## src/rtl/ecc_mon_pkg.sv

```systemverilog
// Shared encodings for the ECC error monitor: error-type codes, capture FSM
// states and the priority encoder that maps a beat's flags to a type.
package ecc_mon_pkg;

    localparam logic [1:0] ERR_NONE  = 2'b00;
    localparam logic [1:0] ERR_SBIT  = 2'b01;
    localparam logic [1:0] ERR_DBIT  = 2'b10;
    localparam logic [1:0] ERR_FAULT = 2'b11;

    localparam logic [0:0] CAP_IDLE = 1'b0;
    localparam logic [0:0] CAP_HELD = 1'b1;

    // Checker self-fault outranks an uncorrectable error, which outranks a corrected one.
    function automatic logic [1:0] err_type(input logic sbit, input logic dbit, input logic fault);
        logic [1:0] t;
        t = ERR_NONE;
        if (fault)     t = ERR_FAULT;
        else if (dbit) t = ERR_DBIT;
        else if (sbit) t = ERR_SBIT;
        return t;
    endfunction

endpackage

```

## src/rtl/ecc_sat_cnt.sv

```systemverilog
// Saturating event counter; clr zeroes the count before the same-cycle
// increment is applied, so a clear plus an event leaves the count at 1.
module ecc_sat_cnt #(
    parameter int CNT_WIDTH = 16
) (
    input  logic                 clk,
    input  logic                 rst_n,
    input  logic                 clr,
    input  logic                 inc,
    output logic [CNT_WIDTH-1:0] cnt
);

    logic [CNT_WIDTH-1:0] cnt_q;
    logic [CNT_WIDTH-1:0] cnt_d;
    logic [CNT_WIDTH-1:0] base;

    always_comb begin
        base  = clr ? '0 : cnt_q;
        cnt_d = base;
        if (inc && (base != {CNT_WIDTH{1'b1}})) begin
            cnt_d = base + 1'b1;
        end
    end

    always_ff @(posedge clk) begin
        if (!rst_n) begin
            cnt_q <= '0;
        end else begin
            cnt_q <= cnt_d;
        end
    end

    assign cnt = cnt_q;

endmodule

```

## src/rtl/ecc_160_err_monitor.sv

```systemverilog
// Registers checked FIFO read beats and tracks ECC errors: saturating counters,
// first-error capture and a sticky interrupt cleared by a one-cycle clr pulse.
module ecc_160_err_monitor
    import ecc_mon_pkg::*;
#(
    parameter int                   DATA_WIDTH  = 160,
    parameter int                   ADDR_WIDTH  = 8,
    parameter int                   CNT_WIDTH   = 16,
    parameter logic [CNT_WIDTH-1:0] SBIT_THRESH = 16'd255
) (
    input  logic                  clk,
    input  logic                  rst_n,
    input  logic                  vld_in,
    input  logic [ADDR_WIDTH-1:0] addr_in,
    input  logic [DATA_WIDTH-1:0] data_in,
    input  logic                  sbit_err,
    input  logic                  dbit_err,
    input  logic                  ecc_fault,
    input  logic                  clr,
    output logic                  vld_out,
    output logic [DATA_WIDTH-1:0] data_out,
    output logic                  err_out,
    output logic [CNT_WIDTH-1:0]  sbit_cnt,
    output logic [CNT_WIDTH-1:0]  dbit_cnt,
    output logic [CNT_WIDTH-1:0]  fault_cnt,
    output logic                  cap_vld,
    output logic [ADDR_WIDTH-1:0] cap_addr,
    output logic [1:0]            cap_type,
    output logic                  irq
);

    logic                  vld_q, vld_d;
    logic [DATA_WIDTH-1:0] data_q, data_d;
    logic                  err_q, err_d;
    logic [0:0]            state_q, state_d;
    logic [ADDR_WIDTH-1:0] cap_addr_q, cap_addr_d;
    logic [1:0]            cap_type_q, cap_type_d;
    logic                  irq_q, irq_d;

    logic [2:0]            cnt_inc;
    logic [CNT_WIDTH-1:0]  cnt_val [3];
    logic [CNT_WIDTH-1:0]  sbit_base;
    logic [CNT_WIDTH-1:0]  sbit_next;
    logic                  any_err;

    assign cnt_inc = {vld_in & ecc_fault, vld_in & dbit_err, vld_in & sbit_err};
    assign any_err = vld_in & (sbit_err | dbit_err | ecc_fault);

    generate
        for (genvar gi = 0; gi < 3; gi++) begin : g_cnt
            ecc_sat_cnt #(.CNT_WIDTH(CNT_WIDTH)) u_cnt (
                .clk   (clk),
                .rst_n (rst_n),
                .clr   (clr),
                .inc   (cnt_inc[gi]),
                .cnt   (cnt_val[gi])
            );
        end
    endgenerate

    always_comb begin
        vld_d  = vld_in;
        data_d = data_in;
        err_d  = vld_in & (dbit_err | ecc_fault);

        // Mirror of the sbit counter's next value, for the threshold interrupt.
        sbit_base = clr ? '0 : cnt_val[0];
        sbit_next = sbit_base;
        if (cnt_inc[0] && (sbit_base != {CNT_WIDTH{1'b1}})) begin
            sbit_next = sbit_base + 1'b1;
        end

        state_d    = clr ? CAP_IDLE : state_q;
        cap_addr_d = clr ? '0 : cap_addr_q;
        cap_type_d = clr ? ERR_NONE : cap_type_q;
        if ((state_d == CAP_IDLE) && any_err) begin
            state_d    = CAP_HELD;
            cap_addr_d = addr_in;
            cap_type_d = err_type(sbit_err, dbit_err, ecc_fault);
        end

        irq_d = clr ? 1'b0 : irq_q;
        if (vld_in && (dbit_err || ecc_fault)) begin
            irq_d = 1'b1;
        end
        if ((SBIT_THRESH != '0) && (sbit_next == SBIT_THRESH)) begin
            irq_d = 1'b1;
        end
    end

    always_ff @(posedge clk) begin
        if (!rst_n) begin
            vld_q      <= 1'b0;
            data_q     <= '0;
            err_q      <= 1'b0;
            state_q    <= CAP_IDLE;
            cap_addr_q <= '0;
            cap_type_q <= ERR_NONE;
            irq_q      <= 1'b0;
        end else begin
            vld_q      <= vld_d;
            data_q     <= data_d;
            err_q      <= err_d;
            state_q    <= state_d;
            cap_addr_q <= cap_addr_d;
            cap_type_q <= cap_type_d;
            irq_q      <= irq_d;
        end
    end

    assign vld_out   = vld_q;
    assign data_out  = data_q;
    assign err_out   = err_q;
    assign sbit_cnt  = cnt_val[0];
    assign dbit_cnt  = cnt_val[1];
    assign fault_cnt = cnt_val[2];
    assign cap_vld   = (state_q == CAP_HELD);
    assign cap_addr  = cap_addr_q;
    assign cap_type  = cap_type_q;
    assign irq       = irq_q;

endmodule

```

## config.mk

```make
export PLATFORM = sky130hd
export DESIGN_NAME = ecc_160_err_monitor
export DESIGN_NICKNAME = d
export VERILOG_FILES = /design/src/rtl/ecc_mon_pkg.sv /design/src/rtl/ecc_sat_cnt.sv /design/src/rtl/ecc_160_err_monitor.sv
export SDC_FILE = /design/constraint.sdc
export NUM_CORES = 1
export LEC_CHECK = 0
export CORE_MARGIN = 8
export CORE_UTILIZATION = 40
export DETAILED_ROUTE_END_ITERATION = 12
export PLACE_DENSITY = 0.8
export SYNTH_ARGS = -nofsm -noshare
export SYNTH_HDL_FRONTEND = slang
export SYNTH_HIERARCHICAL = 1
export SYNTH_SLANG_ARGS = --single-unit
```

## constraint.sdc

```tcl
create_clock -name clk -period 2.4 [get_ports clk]
set_input_delay 0.24 -clock clk [delete_from_list [all_inputs] [get_ports clk]]
set_output_delay 0.24 -clock clk [all_outputs]
set_load 0.03 [all_outputs]
```

==> impl_metrics.ini <==
[status]
status = finished clean

[floorplan]
die-area_um2 = 23900
core_um2 = 18800
initial_utilization = 0.410
rows = 50
io_pins = 397
die_w_um = 155
die_h_um = 155

[global_route]
grt_use_met3 = 0.0822
grt_pass1_vias = 6948
track_usage = 0.221
met1_usage = 0.219
antenna_found_initial = 1
grt_first_pass_wirelength_mm = 41.2
grt_util_met2 = 0.414
grt_max_degree = 92
top_usage_layer = met2
grt_overflow = 0

[worst_setup_path]
cp.arrival_ns = 1.86
worst_ep_required_time_ns = 2.16
crit_chain = clkdlybuf4s50_1
slowest_stage = clkdlybuf4s50_1
start_kind = flop
critPathTopFamily = buffers and inverters
worst_setup_path_end_kind = output pin
crit_type = reg2out
slowest_delay_ns = 0.78
path_buf_inv = 1
cp_max_fo = 10

[sta]
whs_ns = 0.251
relSlewSlack = 0.477
slew_viol_final = 0
max_freq_mhz = 476
rsz0062_at_grt = false
tightest_slew_ns = 0.781
finalSetupTns_ns = 0
fin_crit_sh = 0.876
fin_skew_ns = 0.00956
setup_violations = 0
fin_crit_ns = 2.10
finalHoldViolCount = 0

[clocking]
cts_max_level = 1
cts_sinks = 222
cts-root-buf = clkbuf_16
cts_made_buffers = 24
postCtsResizedCells = 0
clkTransAtPathRegs_ns = 0.06
cts_hold_buf = 0
clock_path_buffers = 3
cts_setup_buffers = 0
clock_latency_ns = 0.51
cts_tree = done

[route]
drt_iter0_markers = 326
drt_wl_total_mm = 27.4
wl_per_cell_um = 19.7
avgViaCountPerCell = 4.90
drc = 0
vias = 6802
ant_nets = 0
drt_first_pass_iters = 4

[final_layout]
antenna_cells = 0
drive_above_1_share = 0.0788
area_growth_pct = 65.4
fin_nets = 1317
fill_cells = 1440

[logic_synthesis]
synth_top_area_share = 0.577
synth_seq_area_share = 0.577
ys_top_cells_by_count = dfxtp_1 (222), and2_1 (164), a21oi_1 (36)
syn_nets = 911
synth-seq-cells = 222
ys_dominant_reg_cell = dfxtp_1
synth_edf_count = 0
yosysMostFrequentCell = dfxtp_1
syn-cell-area_um2 = 7700
async_flop_share = 0
synth_area_leader_cell = dfxtp_1
synth_warnings = 6
postSynthAreaPerCell_um2 = 10.5
postSynthCellCount = 735
ys_types = 57
synth.top_cells.by_area = dfxtp_1 (58%), and2_1 (13%), a21oi_1 (2.3%)

[placement]
gp_congestion = 0.833
hpwlAfterDp_mm = 21.4
io_buffers = 396

[power]
power.leakage_nw = 4.85
power_mw = 8.80
p_per_area_nw_per_um2 = 691
ir_drop_uv = 632

[job]
max_cap_violations = 0

[min_path]
hold_class = in2reg
==> flip-flops by register name (all words and copies together), names as in the netlist <==
name and count:
data_out 160, g_cnt.u_cnt/cnt 48, cap_addr 8, cap_type 2, cap_vld 1, err_out 1, irq 1, vld_out 1
==> report_power, final <==
group	switching (mW)	internal (mW)
clock network	1.43	2.28
registers	0.0487	3.85
logic	0.586	0.611
total	2.06	6.74
==> through the flow <==
stage	instances	utilization	setup slack, ns	instance area, um2
floorplan	735	-	0.486	7700
global placement	1349	0.636	0.0774	11900
detailed placement	1349	0.636	0.0575	11900
CTS	1389	0.679	0.275	12700
global route	1389	0.679	0.229	12700
finish	1389	0.679	0.298	12700
==> metal layers <==
| metal | vias to the layer above | share of wire |
|---|---|---|
| met5 | - | 0.00033 |
| met4 | 2 | 0.030 |
| met3 | 46 | 0.094 |
| met2 | 277 | 0.53 |
| met1 | 3152 | 0.34 |
| li1 | 3325 | - |
==> worst paths after layout <==
path / startpoint / endpoint / slack, ns / cells after the start
max: g_cnt[0].u_cnt/cnt[5] / sbit_cnt[5] / 0.30 / 1
min reg2reg: g_cnt[2].u_cnt/cnt[3] / g_cnt[2].u_cnt/cnt[3] / 0.50 / 2
max reg2reg: g_cnt[0].u_cnt/cnt[2] / g_cnt[0].u_cnt/cnt[10] / 0.50 / 4
min: rst_n / g_cnt[1].u_cnt/cnt[0] / 0.25 / 3
==> layout make-up <==
class	instances	area, um2	area share
flip-flops and latches	222	4440	0.349
repair buffers	409	4080	0.320
multi-input cells	464	3040	0.238
clock buffers	35	722	0.0567
well taps	234	293	0.0230
clock inverters	5	86.3	0.00678
inverters	20	75.1	0.00589
==> cells by family after synthesis <==
logic type / synth area share
mux: 0.00520
simple gates: 0.300
fa+ha+maj: 0.00162
xor+xnor: 0.00228
compound gates: 0.0855
flops: 0.577
buf+inv: 0.0286
==> worst reg2reg max path: stages, from the launching register on <==
cell and delay [ns]:
dfxtp_1 0.48, nand3_1 0.25, or3_1 0.51, or3_1 0.40, o2111a_1 0.15
==> placed cells by master, fill, tap and decap left out, types with 5 or more instances in the layout <==
master / n
and2_1: 164
o21ai_0: 14
nand3_1: 21
a21oi_1: 36
buf_4: 12
nor3b_1: 11
a31oi_1: 6
and3_1: 6
inv_1: 20
nand4b_1: 6
o31ai_1: 6
clkdlybuf4s50_1: 394
nand2_1: 22
clkbuf_16: 24
nor2_1: 20
a211oi_1: 10
and2b_2: 9
nor4_1: 7
nand2b_1: 6
nor2b_1: 12
or4_1: 6
or3_1: 15
o211ai_1: 5
clkbuf_8: 8
dfxtp_1: 222
nor3_1: 18
(Power assumes the default switching activity.)
